File: src/rtl/sonar_array.sv
// Round-robin multi-channel ultrasonic ranger: triggers one sensor per slot, times its echo, flags near objects.
// Optional build macro SONAR_MEDIAN_EN adds a per-channel 3-sample median filter on reported widths.
module sonar_array #(
  parameter int NUM_CH         = 4,
  parameter int CNT_W          = 22,
  parameter int TRIG_CYCLES    = 512,
  parameter int PERIOD_CYCLES  = 4194304,
  parameter int TIMEOUT_CYCLES = 1900000,
  parameter int HOLD_CYCLES    = 33
) (
  input  logic              clk,
  input  logic              rst_n,
  input  logic              enable,
  input  logic [CNT_W-1:0]  thresh,
  input  logic [NUM_CH-1:0] echo,
  output logic [NUM_CH-1:0] trig_n,
  output logic              meas_valid,
  output logic [2:0]        meas_ch,
  output logic [CNT_W-1:0]  meas_width,
  output logic              meas_timeout,
  output logic [NUM_CH-1:0] near,
  output logic              any_near
);

  localparam int HOLD_W = $clog2(HOLD_CYCLES + 1);
  localparam logic [CNT_W-1:0] ALL_ONES = {CNT_W{1'b1}};

  typedef enum logic [2:0] {
    IDLE      = 3'd0,
    TRIG      = 3'd1,
    WAIT_RISE = 3'd2,
    MEASURE   = 3'd3,
    GAP       = 3'd4
  } state_t;

  state_t            state_r, state_s;
  logic [CNT_W-1:0]  sc_r, sc_s;
  logic [CNT_W-1:0]  wcnt_r, wcnt_s;
  logic [2:0]        ch_r, ch_s;
  logic [NUM_CH-1:0] sync1_r, echo_sync_r, echo_d_r;
  logic [NUM_CH-1:0] trig_n_r, trig_s;
  logic              meas_valid_r, meas_timeout_r;
  logic [2:0]        meas_ch_r;
  logic [CNT_W-1:0]  meas_width_r;
  logic [NUM_CH-1:0] near_r;
  logic [HOLD_W-1:0] hold_r [NUM_CH];
  logic              echo_cur_s, echo_prev_s, rise_s, fall_s;
  logic              result_s, timeout_s, near_set_s;
  logic [CNT_W-1:0]  new_w_s, res_w_s;

  // Two-flop synchroniser plus one delayed copy for edge detection
  always_ff @(posedge clk or negedge rst_n) begin
    if (!rst_n) begin
      sync1_r     <= {NUM_CH{1'b0}};
      echo_sync_r <= {NUM_CH{1'b0}};
      echo_d_r    <= {NUM_CH{1'b0}};
    end else begin
      sync1_r     <= echo;
      echo_sync_r <= sync1_r;
      echo_d_r    <= echo_sync_r;
    end
  end

  // Select the synchronised echo of the active channel
  always_comb begin
    echo_cur_s  = 1'b0;
    echo_prev_s = 1'b0;
    for (int i = 0; i < NUM_CH; i++) begin
      echo_cur_s  = (3'(i) == ch_r) ? echo_sync_r[i] : echo_cur_s;
      echo_prev_s = (3'(i) == ch_r) ? echo_d_r[i]    : echo_prev_s;
    end
  end

  assign rise_s = echo_cur_s & ~echo_prev_s;
  assign fall_s = ~echo_cur_s & echo_prev_s;

  // Slot controller next-state logic
  always_comb begin
    state_s   = state_r;
    sc_s      = sc_r + CNT_W'(1);
    ch_s      = ch_r;
    wcnt_s    = wcnt_r;
    result_s  = 1'b0;
    timeout_s = 1'b0;
    case (state_r)
      IDLE: begin
        sc_s = {CNT_W{1'b0}};
        if (enable) state_s = TRIG;
        else        state_s = IDLE;
      end
      TRIG: begin
        if (sc_r == CNT_W'(TRIG_CYCLES - 1)) state_s = WAIT_RISE;
        else                                 state_s = TRIG;
      end
      WAIT_RISE: begin
        if (sc_r == CNT_W'(TIMEOUT_CYCLES)) begin
          state_s   = GAP;
          result_s  = 1'b1;
          timeout_s = 1'b1;
        end else if (rise_s) begin
          state_s = MEASURE;
          wcnt_s  = CNT_W'(1);
        end else begin
          state_s = WAIT_RISE;
        end
      end
      MEASURE: begin
        if (sc_r == CNT_W'(TIMEOUT_CYCLES)) begin
          state_s   = GAP;
          result_s  = 1'b1;
          timeout_s = 1'b1;
        end else if (fall_s) begin
          state_s  = GAP;
          result_s = 1'b1;
        end else if (wcnt_r != ALL_ONES) begin
          wcnt_s = wcnt_r + CNT_W'(1);
        end else begin
          wcnt_s = wcnt_r;
        end
      end
      GAP: begin
        if (sc_r == CNT_W'(PERIOD_CYCLES - 1)) begin
          sc_s    = {CNT_W{1'b0}};
          ch_s    = (ch_r == 3'(NUM_CH - 1)) ? 3'd0 : ch_r + 3'd1;
          state_s = enable ? TRIG : IDLE;
        end else begin
          state_s = GAP;
        end
      end
      default: begin
        state_s = IDLE;
        sc_s    = {CNT_W{1'b0}};
      end
    endcase
  end

  // Trigger pattern for the upcoming cycle, so trig_n can be a plain register
  always_comb begin
    trig_s = {NUM_CH{1'b1}};
    for (int i = 0; i < NUM_CH; i++) begin
      trig_s[i] = ~((state_s == TRIG) && (3'(i) == ch_s));
    end
  end

  assign new_w_s = timeout_s ? ALL_ONES : wcnt_r;

`ifdef SONAR_MEDIAN_EN
  logic [CNT_W-1:0] hist1_r [NUM_CH];
  logic [CNT_W-1:0] hist2_r [NUM_CH];
  logic [CNT_W-1:0] h1_s, h2_s;

  function automatic logic [CNT_W-1:0] med3(input logic [CNT_W-1:0] a,
                                            input logic [CNT_W-1:0] b,
                                            input logic [CNT_W-1:0] c);
    logic [CNT_W-1:0] lo, hi, mid;
    lo  = (a < b) ? a : b;
    hi  = (a < b) ? b : a;
    mid = (hi < c) ? hi : c;
    return (lo > mid) ? lo : mid;
  endfunction

  // Pick the active channel's two previous results
  always_comb begin
    h1_s = ALL_ONES;
    h2_s = ALL_ONES;
    for (int i = 0; i < NUM_CH; i++) begin
      h1_s = (3'(i) == ch_r) ? hist1_r[i] : h1_s;
      h2_s = (3'(i) == ch_r) ? hist2_r[i] : h2_s;
    end
  end

  assign res_w_s = med3(h2_s, h1_s, new_w_s);

  // Shift the new raw result into the active channel's history
  always_ff @(posedge clk or negedge rst_n) begin
    if (!rst_n) begin
      for (int i = 0; i < NUM_CH; i++) begin
        hist1_r[i] <= ALL_ONES;
        hist2_r[i] <= ALL_ONES;
      end
    end else begin
      for (int i = 0; i < NUM_CH; i++) begin
        if (result_s && (3'(i) == ch_r)) begin
          hist2_r[i] <= hist1_r[i];
          hist1_r[i] <= new_w_s;
        end
      end
    end
  end
`else
  assign res_w_s = new_w_s;
`endif

  assign near_set_s = result_s & ~timeout_s & (res_w_s < thresh);

  // Controller state, trigger outputs and the held result registers
  always_ff @(posedge clk or negedge rst_n) begin
    if (!rst_n) begin
      state_r        <= IDLE;
      sc_r           <= {CNT_W{1'b0}};
      ch_r           <= 3'd0;
      wcnt_r         <= {CNT_W{1'b0}};
      trig_n_r       <= {NUM_CH{1'b1}};
      meas_valid_r   <= 1'b0;
      meas_ch_r      <= 3'd0;
      meas_width_r   <= {CNT_W{1'b0}};
      meas_timeout_r <= 1'b0;
    end else begin
      state_r      <= state_s;
      sc_r         <= sc_s;
      ch_r         <= ch_s;
      wcnt_r       <= wcnt_s;
      trig_n_r     <= trig_s;
      meas_valid_r <= result_s;
      if (result_s) begin
        meas_ch_r      <= ch_r;
        meas_width_r   <= res_w_s;
        meas_timeout_r <= timeout_s;
      end
    end
  end

  // Per-channel proximity hold timers; only a fresh near result reloads them
  always_ff @(posedge clk or negedge rst_n) begin
    if (!rst_n) begin
      near_r <= {NUM_CH{1'b0}};
      for (int i = 0; i < NUM_CH; i++) hold_r[i] <= {HOLD_W{1'b0}};
    end else begin
      for (int i = 0; i < NUM_CH; i++) begin
        if (near_set_s && (3'(i) == ch_r)) begin
          hold_r[i] <= HOLD_W'(HOLD_CYCLES);
          near_r[i] <= 1'b1;
        end else if (hold_r[i] != {HOLD_W{1'b0}}) begin
          hold_r[i] <= hold_r[i] - HOLD_W'(1);
          near_r[i] <= (hold_r[i] != HOLD_W'(1));
        end else begin
          near_r[i] <= 1'b0;
        end
      end
    end
  end

  assign trig_n       = trig_n_r;
  assign meas_valid   = meas_valid_r;
  assign meas_ch      = meas_ch_r;
  assign meas_width   = meas_width_r;
  assign meas_timeout = meas_timeout_r;
  assign near         = near_r;
  assign any_near     = |near_r;

endmodule
File: config.mk
export PLATFORM = sky130hd
export DESIGN_NAME = sonar_array
export DESIGN_NICKNAME = d
export VERILOG_FILES = /design/src/rtl/sonar_array.sv
export SDC_FILE = /design/constraint.sdc
export NUM_CORES = 1
export LEC_CHECK = 0
export BUFFER_PORTS_ARGS = -buffer_cell sky130_fd_sc_hd__buf_2
export CORE_AREA = 3 3 124 126
export CTS_CLUSTER_SIZE = 30
export DETAILED_ROUTE_END_ITERATION = 10
export DIE_AREA = 0 0 127 129
export HOLD_SLACK_MARGIN = 0.12
export SYNTH_ARGS = -nofsm -noshare
export SYNTH_HDL_FRONTEND = slang
export SYNTH_SLANG_ARGS = --single-unit
File: constraint.sdc
create_clock -name clk -period 4.1 [get_ports clk]
set_clock_uncertainty 0.15 [all_clocks]
set_input_delay 0 -clock clk [delete_from_list [all_inputs] [get_ports clk]]
set_output_delay 0 -clock clk [all_outputs]
set_load 0.005 [all_outputs]
# Word level (Yosys, flattened, before mapping)
# Cells that the tools add are included.
dict set report op_classes {
  n_mux 49
  n_eq_ne 25
  reduce_logical 24
  add_sub_neg 7
  order_cmp 1
  n_bitwise 11
}
# cell n
set ops {}
lappend ops {{two-way mux 22 bit} 7}
lappend ops {{case mux 22 bit (2 select lines)} 2}
lappend ops {{two-way mux 6 bit} 8}
lappend ops {{adder 22 x 1 -> 22 bit (second input constant)} 2}
lappend ops {{!= test 6 x 1 -> 1 bit (second input constant)} 4}
lappend ops {{nonzero test 6 bit} 4}
lappend ops {{subtractor 6 x 1 -> 6 bit (second input constant)} 4}
lappend ops {{== test 22 x 21 -> 1 bit (second input constant)} 1}
lappend ops {{== test 22 bit (second input constant)} 1}
lappend ops {{== test 22 x 9 -> 1 bit (second input constant)} 1}
lappend ops {{< comparator 22 bit} 1}
lappend ops {{two-way mux 1 bit} 22}
lappend ops {{!= test 22 bit (second input constant)} 1}
lappend ops {{two-way mux 3 bit} 7}
lappend ops {{case mux 3 bit (5 select lines)} 1}
lappend ops {{== test 2 x 3 -> 1 bit (first input constant)} 4}
lappend ops {{!= test 2 bit (second input constant)} 5}
lappend ops {{nonzero test 2 bit} 5}
lappend ops {{== test 3 x 2 -> 1 bit (second input constant)} 3}
lappend ops {{logical NOT 3 bit} 3}
lappend ops {{logical AND 1 bit} 8}
lappend ops {{NOT 1 bit} 7}
lappend ops {{== test 1 x 3 -> 1 bit (first input constant)} 2}
lappend ops {{== test 3 x 1 -> 1 bit (second input constant)} 2}
lappend ops {{9 further kinds} 12}
dict set report word_totals {
  ff_bits 121
  output_inout_bits 36
  wordCells 134
  inputBits 29
}

# Logic depth before layout (Yosys ltp)
dict set report depth {
  depth_word 14
  ltp_mapped 14
  ltp_nobuf 13
}

# Worst setup path before layout
# No wires, ideal clock.
dict set report synth_path {
  path_kind {register to register}
  start {reg sc_r[10]}
  end {reg hold_r[20] (netlist bit)}
  path_slack_ps 446
  period_less_slack_ps 3654
  arrival_ps 3384
  setup_time_ps 120
  required_ps 3830
  n_path_buf 1
  stages_incl_launch_ff 12
  cell_sequence {dfrtp_1 and4_1 and3_1 nand4_1 clkbuf_1 nand2b_1 ha_1 a2111oi_0 o21ai_0 a2111oi_0 o2111ai_1 and3b_1}
}
dict set report synth_between {
  elab_chain_len 8
  word_cells_on_any_way 13
  classes_between {order compare: 1; eq/ne: 1; mux: 6; bitwise: 3; reduce/logical: 2}
}
# element line_no
set synth_lines {}
lappend synth_lines {{start, declared} 37} ;# logic [CNT_W-1:0] sc_r, sc_s;
lappend synth_lines {{start signal, assigned} 200} ;# sc_r <= {CNT_W{1'b0}};
lappend synth_lines {{start signal, assigned} 210} ;# sc_r <= sc_s;
lappend synth_lines {{== test 22 x 21 -> 1 bit *} {96, 108}}
lappend synth_lines {{two-way mux 1 bit *} {96, 108}}
lappend synth_lines {{two-way mux 1 bit *} --}
lappend synth_lines {{two-way mux 22 bit *} 145} ;# assign new_w_s = timeout_s ? ALL_ONES : wcnt_r;
lappend synth_lines {{net new_w_s[3]} 49} ;# logic [CNT_W-1:0] new_w_s, res_w_s;
lappend synth_lines {{< comparator 22 bit *} 194} ;# assign near_set_s = result_s & ~timeout_s & (res_w_s < thresh);
lappend synth_lines {{bitwise AND 1 bit *} 194}
lappend synth_lines {{logical AND 1 bit *} 230} ;# if (near_set_s && (3'(i) == ch_r)) begin
lappend synth_lines {{two-way mux 6 bit or nonzero test 2 bit (tied branches)} --}
lappend synth_lines {{end signal, assigned by index} 231} ;# hold_r[i] <= HOLD_W'(HOLD_CYCLES);
lappend synth_lines {{end signal, assigned by index} 234} ;# hold_r[i] <= hold_r[i] - HOLD_W'(1);
lappend synth_lines {{end, declared} 46} ;# logic [HOLD_W-1:0] hold_r [NUM_CH];
# The timed path passes the listed nets; every way through them passes the cells marked *.
# A chain may end at the register's enable or synchronous reset.

# Worst setup path in the final report
dict set report layout_path {
  start {reg sc_r[0]}
  end {reg hold_r[3] (netlist bit)}
}
# The elaborated chain is that of the path after synthesis.

==> flow_summary.toml <==
[synthesis]
synthFlopType = "dfrtp_1"
synth_top_area_cell = "dfrtp_1"
synth-edff-count = 0
synthCells = 660
synth_common_cells = "dfrtp_1 (117), nand2_1 (60), nor2_1 (55), inv_1 (47), a21oi_1 (44)"
yosysMostFrequentCell = "dfrtp_1"
ys_seq_area_share_pct = 47.21
synth_fp_nets = 725
yosysWarnings = 0
syn_avg_cell_area_um2 = 9.733
ys_types = 63
netlist_area_um2 = 6424
synth_top_area_share_pct = 45.58
ys_async_sr_fraction_pct = 100.0
yosys-top-cells-area = "dfrtp_1 (46%), ha_1 (7.0%), nand2_1 (3.5%), a21oi_1 (3.4%), nor2_1 (3.2%)"
synth_seq_cells = 121

[layout]
n_antenna_cell = 0
area_growth_syn_to_layout_pct = 19.21
final_nets = 812
drive_above_1_share_pct = 15.94

[timing]
worstMarginPinSlew_ns = 0.8093
rsz0062_at_grt = "false"
fin_tns_setup_ns = 0
final.period_utilization_pct = 89.49
fmax_mhz = 272.6
whs_ns = 0.1985
relSlewSlack_pct = 45.55
min_period_ns = 3.669
setup_violations = 0
hold_violations = 0
slew_violations = 0

[clock_network]
cts_max_level = 4
numCtsBuffers = 17
clk-insertion-delay-late_ns = 0.42
clkTransAtPathRegs_ns = 0.05
cts_max_path_buffers = 2
cts_setup_buffers = 0
clock-sinks = 121
cts_tree = "done"
cts_root_buf = "clkbuf_16"

[grt]
grt-ovfl-total = 0
antenna_found_initial = 0
grt_pass1_wl_um = 26040
grt_pass1_vias = 5298
groute.usage.overall_pct = 20.06
grt_max_degree = 60

[route]
drc = 0
num_vias = 5256
drt-initial-drc-count = 447
ant_nets = 0
routedWlPerCell_um = 16.44
vias_per_cell = 5.574
firstDrtPassIters = 6
wirelength_um = 15500

[floorplan]
core_um2 = 14420
die_w_um = 127
initial_core_util_pct = 44.54
row_count = 44
dieHeight_um = 129
num_io_pins = 65
dieArea_um2 = 16380

[outcome]
status = "completed"

[worst_setup_path]
critPathKind = "reg2reg"
worstPathMaxFanout = 15
crit_slowest_cell = "dfrtp_1"
max_stage_delay_ns = 0.42
cp.buffers_inverters = 3
path_cells = "inv_1, ha_1, nand4_1, nor4_1, nand4_1, buf_4, nand2b_1, ha_1, a21o_1, a21oi_1, nor2b_1, a2111oi_0, buf_4, o2111ai_1, and2_1"
critPathArrivalTime_ns = 3.83
critPathTopFamily = "simple AND/OR/NAND/NOR gates"
startpoint_type = "flop"
required_ns = 4.26
end_kind = "flop"

[pwr]
combPwrFrac_pct = 2.8
p_switching_uw = 576.7
leakage_uw = 0.003797
p_sw_share_pct = 21.38
powerDensity_nw_per_um2 = 352.3
vdd_drop_max_mv = 0.2963
clkPwrFrac_pct = 52.6
p_int_uw = 2121
seqPwrFrac_pct = 44.6

[job]
drv_cap = 0

[placement]
finalWeightedCongestion = 0.8442
hpwl_um = 10930
portBuffers = 64

[worst_hold_path]
hp-class = "reg2reg"
[cell usage in the layout (no fill, tap or decap), drive strengths merged, types with 15 or more instances in the layout]
| cell | n |
|---|---|
| a21oi | 44 |
| buf | 74 |
| clkbuf | 24 |
| dfrtp | 117 |
| ha | 36 |
| inv | 47 |
| nand2 | 60 |
| nand2b | 18 |
| nand3 | 29 |
| nand4 | 16 |
| nor2 | 55 |
| o21ai | 17 |
| o22a | 15 |
| xnor2 | 17 |
[through the flow]
stage,instance area (um^2),power [uW],util [%],worst slack [ns],instances
after floorplan,6424,1242,-,0.4462,660
after global placement,6960,1287,48.26,0.5345,900
after detailed placement,6960,1289,48.26,0.4457,900
after CTS,7657,2728,53.09,0.4042,943
after global routing,7657,2794,53.09,0.1108,943
final,7657,2698,53.09,0.4311,943
[registers in the layout (all words and copies together) (netlist names), 4 cells and up]
name / count
wcnt_r: 22
sc_r: 22
hold_r: 24
trig_n: 4
echo_sync_r: 4
meas_width: 22
near: 4
echo_d_r: 4
sync1_r: 4
[cells by family after synthesis]
group                    Yosys count  synth area share (%)
AO/OA/AOI/OAI                    132                 14.20
XOR/XNOR                          30                 4.090
adder cells (fa/ha/maj)           36                 7.012
buffers and inverters             65                 4.110
flip-flops                       121                 47.21
multiplexers                       5                0.8570
AND/OR/NAND/NOR                  271                 22.52
[path summary, 6_finish.rpt]
kind / depth (start not counted) / to / from / slack (ns)
setup / recovery: 15 / hold_r[3] / sc_r[0] / 0.43
hold / removal: 0 / echo_sync_r[3] / sync1_r[3] / 0.20
setup reg to reg: 15 / hold_r[3] / sc_r[0] / 0.43
hold reg to reg: 0 / echo_sync_r[3] / sync1_r[3] / 0.20
min in group asynchronous: 3 / trig_n[3] / rst_n / 0.58
max in group asynchronous: 4 / sync1_r[2] / rst_n / 2.80
[power groups by stage]
stage	Sequential (uW)	Combinational [uW]	Clock (uW)
2_1_floorplan	1220	18.0	0
5_1_grt	1200	87.3	1500
6_report	1200	75.4	1420
3_3_place_gp	1220	63.3	0
4_1_cts	1200	78.0	1450
3_5_place_dp	1220	64.9	0
[metal layers]
layer,global-route usage (%),share of wire [%],up-vias
met1,25.80,46,2573
met4,6.877,1.4,0
met3,5.230,4.1,19
met2,33.06,48,121
li1,-,-,2543
met5,0,0,-
[repair_timing]
action,in CTS,in global routing
endpoints found under the hold margin,72,0
resized for setup,0,0
hold buffers,12,0
[final cells by class]
cell class / count / area [um^2]
fillers: 1303 / 6766
multi-input cells: 474 / 3127
flip-flops and latches: 121 / 3033
repair buffers: 85 / 528.0
clock buffers: 24 / 491.7
well taps: 184 / 230.2
inverters: 48 / 180.2
clock inverters: 7 / 67.56
No activity file was read; power rests on OpenSTA's default activity.
